<file path="config.mk">
export PLATFORM = sky130hd
export DESIGN_NAME = interrupt_priority_controller_flat
export DESIGN_NICKNAME = d
export VERILOG_FILES = /design/src/rtl/interrupt_priority_controller_if.sv /design/src/rtl/interrupt_priority_controller.sv /design/src/flat_wrapper.sv
export SDC_FILE = /design/constraint.sdc
export NUM_CORES = 1
export LEC_CHECK = 0
export ABC_AREA = 1
export CAP_MARGIN = 20
export CORE_ASPECT_RATIO = 1.1
export CORE_UTILIZATION = 65
export CTS_BUF_LIST = sky130_fd_sc_hd__clkbuf_4 sky130_fd_sc_hd__clkbuf_8
export CTS_CLUSTER_DIAMETER = 40
export CTS_CLUSTER_SIZE = 24
export DETAILED_ROUTE_END_ITERATION = 6
export DONT_BUFFER_PORTS = 1
export PLACE_DENSITY_LB_ADDON = 0.05
export SLEW_MARGIN = 15
export SYNTH_ARGS = -nofsm -noshare
export SYNTH_HDL_FRONTEND = slang
export SYNTH_SLANG_ARGS = --single-unit
</file>
<file path="constraint.sdc">
create_clock -name clk -period 3.39 [get_ports clk]
set_input_delay 0.1695 -clock clk [delete_from_list [all_inputs] [get_ports clk]]
set_output_delay 0.1695 -clock clk [all_outputs]
set_load 0.1 [all_outputs]
</file>
<file path="src/rtl/interrupt_priority_controller_if.sv">
// ---------------------------------------------------------------------------
// interrupt_priority_controller_if
// Bundles the interrupt request, mask, CPU handshake and status signals of
// the interrupt priority controller.
//   irq_in   [5:0] : interrupt request lines (bit 5 highest priority)
//   mask_in  [5:0] : new mask value, 1 = line disabled
//   ld_mask        : one-cycle strobe, loads mask_in
//   inta           : CPU acknowledge, level
//   eoi            : one-cycle end-of-interrupt strobe
//   intr           : interrupt request to CPU
//   intr_num [2:0] : encoded interrupt number
//   isr      [5:0] : in-service register
//   irr      [5:0] : interrupt request (pending) register
// master = CPU / IO side driving requests, slave = the controller.
// ---------------------------------------------------------------------------
interface interrupt_priority_controller_if;
    logic [5:0] irq_in;
    logic [5:0] mask_in;
    logic       ld_mask;
    logic       inta;
    logic       eoi;
    logic       intr;
    logic [2:0] intr_num;
    logic [5:0] isr;
    logic [5:0] irr;

    modport master (
        output irq_in, mask_in, ld_mask, inta, eoi,
        input  intr, intr_num, isr, irr
    );

    modport slave (
        input  irq_in, mask_in, ld_mask, inta, eoi,
        output intr, intr_num, isr, irr
    );
endinterface

</file>
<file path="src/rtl/interrupt_priority_controller.sv">
// ---------------------------------------------------------------------------
// interrupt_priority_controller
// Six-line prioritised interrupt controller with nesting. Requests are
// synchronised, edge detected and latched into irr; the highest unmasked
// pending line that outranks everything in service is presented to the CPU
// on intr/intr_num, moved into isr on acknowledge and retired by eoi.
//   clk   : system clock
//   reset : asynchronous active-low reset
//   bus   : controller side of interrupt_priority_controller_if
// ---------------------------------------------------------------------------
module interrupt_priority_controller (
    input  logic                                  clk,
    input  logic                                  reset,
    interrupt_priority_controller_if.slave        bus
);
    typedef enum logic [1:0] {ST_IDLE, ST_REQ, ST_ACKW} state_t;

    state_t     r_state;
    logic [5:0] r_sync1;
    logic [5:0] r_sync2;
    logic [5:0] r_sync3;
    logic [1:0] r_warm;
    logic [5:0] r_irr;
    logic [5:0] r_isr;
    logic [5:0] r_mask;
    logic       r_intr;
    logic [2:0] r_intr_num;
    logic [2:0] r_line;

    logic [5:0] w_edge;
    logic [5:0] w_allow;
    logic [5:0] w_isr_top;
    logic [5:0] w_pend;
    logic       w_cand_valid;
    logic [2:0] w_cand_idx;
    logic       w_ack;
    logic [5:0] w_ack_bit;
    logic [5:0] w_eoi_clr;

    // Edge detection is held off until the synchroniser has been refilled
    // with real samples after reset, so lines already high at release do
    // not look like fresh rising edges.
    always_comb begin
        w_edge    = (r_warm == 2'd3) ? (r_sync2 & ~r_sync3) : '0;
        w_allow   = '0;
        w_isr_top = '0;
        for (int unsigned k = 0; k < 6; k++) begin
            // line k may interrupt only if nothing at or above k is in service
            w_allow[k] = ((r_isr >> k) == 6'd0);
            if (r_isr[k]) begin
                w_isr_top = 6'b000001 << k;
            end
        end
    end

    always_comb begin
        w_pend       = r_irr & ~r_mask & w_allow;
        w_cand_valid = |w_pend;
        w_cand_idx   = '0;
        for (int unsigned k = 0; k < 6; k++) begin
            if (w_pend[k]) begin
                w_cand_idx = 3'(k);
            end
        end
        w_ack     = (r_state == ST_REQ) && bus.inta;
        w_ack_bit = w_ack ? (6'b000001 << r_line) : '0;
        w_eoi_clr = bus.eoi ? w_isr_top : '0;
    end

    always_ff @(posedge clk or negedge reset) begin
        if (!reset) begin
            r_sync1 <= '0;
            r_sync2 <= '0;
            r_sync3 <= '0;
            r_warm  <= '0;
            r_irr   <= '0;
            r_isr   <= '0;
            r_mask  <= '0;
        end else begin
            r_sync1 <= bus.irq_in;
            r_sync2 <= r_sync1;
            r_sync3 <= r_sync2;
            if (r_warm != 2'd3) begin
                r_warm <= r_warm + 2'd1;
            end
            // acknowledge clear wins over a coincident edge on the same line
            r_irr <= (r_irr | w_edge) & ~w_ack_bit;
            // eoi retires the pre-existing top bit; the acked bit joins in the same edge
            r_isr <= (r_isr & ~w_eoi_clr) | w_ack_bit;
            if (bus.ld_mask) begin
                r_mask <= bus.mask_in;
            end
        end
    end

    always_ff @(posedge clk or negedge reset) begin
        if (!reset) begin
            r_state    <= ST_IDLE;
            r_intr     <= 1'b0;
            r_intr_num <= 3'd0;
            r_line     <= 3'd0;
        end else begin
            case (r_state)
                ST_IDLE: begin
                    if (w_cand_valid) begin
                        r_state    <= ST_REQ;
                        r_intr     <= 1'b1;
                        r_intr_num <= 3'd6 - w_cand_idx;
                        r_line     <= w_cand_idx;
                    end else begin
                        r_intr <= 1'b0;
                    end
                end
                ST_REQ: begin
                    if (bus.inta) begin
                        r_intr  <= 1'b0;
                        r_state <= ST_ACKW;
                    end
                end
                ST_ACKW: begin
                    if (!bus.inta) begin
                        r_state <= ST_IDLE;
                    end
                end
                default: begin
                    r_state <= ST_IDLE;
                    r_intr  <= 1'b0;
                end
            endcase
        end
    end

    assign bus.intr     = r_intr;
    assign bus.intr_num = r_intr_num;
    assign bus.isr      = r_isr;
    assign bus.irr      = r_irr;

endmodule

</file>
<file path="src/flat_wrapper.sv">
// flat-port wrapper written by rule: the top's interface ports become plain ports
module interrupt_priority_controller_flat 
  (clk, reset, bus_irq_in, bus_mask_in, bus_ld_mask, bus_inta, bus_eoi, bus_intr, bus_intr_num, bus_isr, bus_irr);
  interrupt_priority_controller_if bus_i ();
  input  logic clk;
  input  logic reset;
  input wire logic [$bits(bus_i.irq_in)-1:0] bus_irq_in;
  input wire logic [$bits(bus_i.mask_in)-1:0] bus_mask_in;
  input wire logic [$bits(bus_i.ld_mask)-1:0] bus_ld_mask;
  input wire logic [$bits(bus_i.inta)-1:0] bus_inta;
  input wire logic [$bits(bus_i.eoi)-1:0] bus_eoi;
  output wire logic [$bits(bus_i.intr)-1:0] bus_intr;
  output wire logic [$bits(bus_i.intr_num)-1:0] bus_intr_num;
  output wire logic [$bits(bus_i.isr)-1:0] bus_isr;
  output wire logic [$bits(bus_i.irr)-1:0] bus_irr;
  assign bus_i.irq_in = bus_irq_in;
  assign bus_i.mask_in = bus_mask_in;
  assign bus_i.ld_mask = bus_ld_mask;
  assign bus_i.inta = bus_inta;
  assign bus_i.eoi = bus_eoi;
  assign bus_intr = bus_i.intr;
  assign bus_intr_num = bus_i.intr_num;
  assign bus_isr = bus_i.isr;
  assign bus_irr = bus_i.irr;
  interrupt_priority_controller u_core (.clk(clk), .reset(reset), .bus(bus_i));
endmodule
</file>
==> results.cfg <==
[clock_tree]
cts_max_level = 2
clk_slew_on_worst_s_h_paths_ns = 0.13
post_cts.resized_instances = 0
cts_hold_buffers = 17
ctsLongestPathBuffers = 2
cts_made_buffers = 5
cts_root_buffer = sky130_fd_sc_hd__clkbuf_4
post-cts-setup-buffer-count = 0
clock_latency_ns = 0.36
tritoncts_num_sinks = 46
tritoncts_clock_tree = yes

[grt]
aggregate_global_route_resource_usage_pct = 29.0
antenna_found_initial = 0
grt_max_degree = 47
vias_in_the_first_global_route = 1301
global_route.overflow_total = 0
grt_pass1_wl_um = 6020

[die]
dieHeight_um = 57.9
die-width_um = 52.8
site_rows = 19
floorplan.io_pins = 33
fp.dieArea_mm2 = 0.00305
start_util_pct = 71.2
floorplan.core_area_mm2 = 0.00259

[route]
remaining_drc_errors = 0
wl_per_cell_um = 16.2
final_antenna_net_count = 0
detailedRoute.firstPassIterationCount = 4
drt-initial-drc-count = 48
routed-via-count = 1249
avgViaCountPerCell = 5.41
drt-total-wl_um = 3740

[placement]
place_area_mm2 = 0.00194
gp_congestion = 0.851
dp.final_hpwl_um = 2410
placement.io_buffers = 0

[logic_synthesis]
yosys.area_share.adder_pct = 1.36
synth-simple-area-share_pct = 22.5
synth.area.mux_share_pct = 1.83
syn-cell-area_mm2 = 0.00184
synth-compound-area-share_pct = 5.83
yosys.cell_count.top_type = sky130_fd_sc_hd__dfrtp_1
largest_family_of_logic_cells_by_synthesized_area = simple AND/OR/NAND/NOR gates
most_frequent_cells_after_synthesis = sky130_fd_sc_hd__dfrtp_1 (46), sky130_fd_sc_hd__nand2_1 (29), sky130_fd_sc_hd__inv_1 (19)
synth_cells = 168
synth_warnings = 0
cell_type_contributing_the_most_total_cell_area_after_synthesis = sky130_fd_sc_hd__dfrtp_1
yosys.area.top_type_share_pct = 62.4
yosys.cell_types.count = 28
syn_avg_cell_area_um2 = 11.0
synth_edf_count = 0
synth_ff_type = sky130_fd_sc_hd__dfrtp_1
synth_sequential_area_ratio_pct = 62.4
synth-xor-area-share_pct = 0.950
synth.ff_latch_count = 46
ys_async_sr_fraction_pct = 100
syn_nets = 187
post_synth_main_area_contributors = sky130_fd_sc_hd__dfrtp_1 (62%), sky130_fd_sc_hd__nand2_1 (5.9%), sky130_fd_sc_hd__inv_1 (3.9%)

[min_path]
min_delay_worst_endpoint = u_core.bus.isr[0]$_DFF_PN0_
worstHoldStart = bus_eoi
hold-path-cell-count = 3
hold_path.class = in -> reg

[power_and_ir_drop]
p_comb_share_pct = 41.9
power_leakage_uw = 0.00109
worst_ir_drop_vdd_mv = 0.938
power.net_switching_uw = 1160
power.total_uw = 2230
clock_power_share_pct = 15.2
p_sw_share_pct = 52.0
power-per-cell-area_mw_per_mm2 = 1010
pwr-share-seq_pct = 43.0
cellInternalPower_uw = 1070

[worst_setup_path]
crit_path_start = u_core.bus.isr[5]$_DFF_PN0_
crit_path_end_kind = flip-flop
rr_endpoint = u_core.bus.intr_num[2]$_DFFE_PN0P_
critPathMaxFanout = 6
r2r.worst_path.cells = 11
critPathKind = reg -> reg
critical_path_required_ns = 3.70
timing.critical_path.from_type = flip-flop
critPathMaxStageDelay_ns = 1.08
setup.reg_to_reg.worst_slack_ns = 1.08
path_cells = nor2_1 > nand2_1 > nor2_4 > nand2_1 > nand2_1 > nand2_1 > nand2_1 > ha_1 > xnor2_1 > nand3_1 > nand2_1
critPathSlowestCell = sky130_fd_sc_hd__dfrtp_1
cp_common_cell = sky130_fd_sc_hd__nand2_1
timing.critical_path.arrival_ns = 2.62
crit-reg2reg-launch = u_core.bus.isr[5]$_DFF_PN0_

[layout]
n_fill_cell = 142
post_route_cells_drive_above_1_share_pct = 20.5
fin_util_pct = 85.1
finished_layout_cell_area_mm2 = 0.00221
synthToLayoutAreaGrowth_pct = 19.6
count_of_inserted_antenna_diode_cells = 0
design.final.nets = 218

[sta]
setup-violations-final = 0
layout_worst_path_cycle_share_pct = 68.1
unrepaired_setup_endpoints_after_global_routing = false
report.final.slew_viol_count = 0
timing.clock.skew_ns = 0.0113
final-hold-violation-count = 0
fin_setup_tns_ns = 0
fmax_mhz = 433
tightestPinTransition_ns = 1.07
final.min_clock_period_ns = 2.31
max-slew-margin-rel_pct = 28.5

[flow_run]
cap_viol_max_count = 0

[status]
outcome = completed
## logic make-up after synthesis
logic type               count (synthesis)
flip-flops                              46
adder cells (fa/ha/maj)                  2
AO/OA/AOI/OAI                           19
buffers and inverters                   24
multiplexers                             3
XOR/XNOR                                 2
AND/OR/NAND/NOR                         72
## per-layer routing
layer	routed length (um)	GRT usage [%]	vias to the layer above
met5	0	0	-
met4	114	13.2	0
met3	188	9.71	12
met2	1920	48.5	38
met1	1520	33.3	598
li1	-	-	601
## flip-flops by register name (all words and copies together), names as in the netlist, 3 cells and up
| signal | flops |
|---|---|
| u_core.r_sync2 | 6 |
| u_core.r_sync1 | 6 |
| u_core.r_line | 3 |
| u_core.r_sync3 | 6 |
| u_core.bus.isr | 6 |
| u_core.bus.irr | 6 |
| u_core.r_mask | 6 |
## power groups by stage
| stage | logic [uW] | registers [uW] | clock network (uW) |
|---|---|---|---|
| after floorplan | 479 | 1210 | 0 |
| after CTS | 920 | 955 | 335 |
| after global routing | 1000 | 971 | 364 |
| final | 934 | 959 | 338 |
| after global placement | 860 | 960 | 0 |
| after detailed placement | 881 | 966 | 0 |
## worst max path at each step
stage	to	depth (start not counted)
floorplan	u_core.bus.intr_num[2]$_DFFE_PN0P_	11
global placement	u_core.bus.intr_num[2]$_DFFE_PN0P_	11
detailed placement	u_core.bus.intr_num[2]$_DFFE_PN0P_	9
CTS	u_core.bus.intr_num[1]$_DFFE_PN0P_	7
global route	u_core.bus.intr_num[2]$_DFFE_PN0P_	11
finish	u_core.bus.intr_num[2]$_DFFE_PN0P_	11
## stage by stage
stage	hold WS, ns	instances	setup slack (ns)
after detailed placement	-0.125	206	1.20
after floorplan	-0.126	168	1.35
after CTS	0.0499	231	1.15
after global placement	-0.125	206	1.25
final	0.0597	231	1.08
after global routing	0.0547	231	0.923
## area by class of cell
class / instances / area, um^2 / share of cell area [%]
inverters: 21 / 78.8 / 3.57
flip-flops and latches: 46 / 1150 / 52.2
well taps: 31 / 38.8 / 1.76
clock buffers: 6 / 45.0 / 2.04
clock inverters: 2 / 37.5 / 1.70
multi-input cells: 98 / 599 / 27.2
repair buffers: 27 / 255 / 11.6
## cell usage in the layout, fill, tap and decap left out, drive strengths merged
master,count
nand2,34
o31ai,2
nand3b,7
a22oi,1
inv,21
nor3,4
bufinv,1
dfrtp,46
xnor2,2
buf,11
or2,1
clkinvlp,1
ha,2
o21ai,10
nand3,11
and3b,1
mux2,3
clkbuf,6
a21oi,4
o21bai,1
o21a,1
dlygate4sd3,16
nor2,14
## worst max-delay path, delay by kind of cell (launching register included)
kind	cells	cell delay [ns]
fa+ha+maj	1	0.20
simple gates	9	0.83
flops	1	1.08
xor+xnor	1	0.16
(Power assumes the default switching activity.)
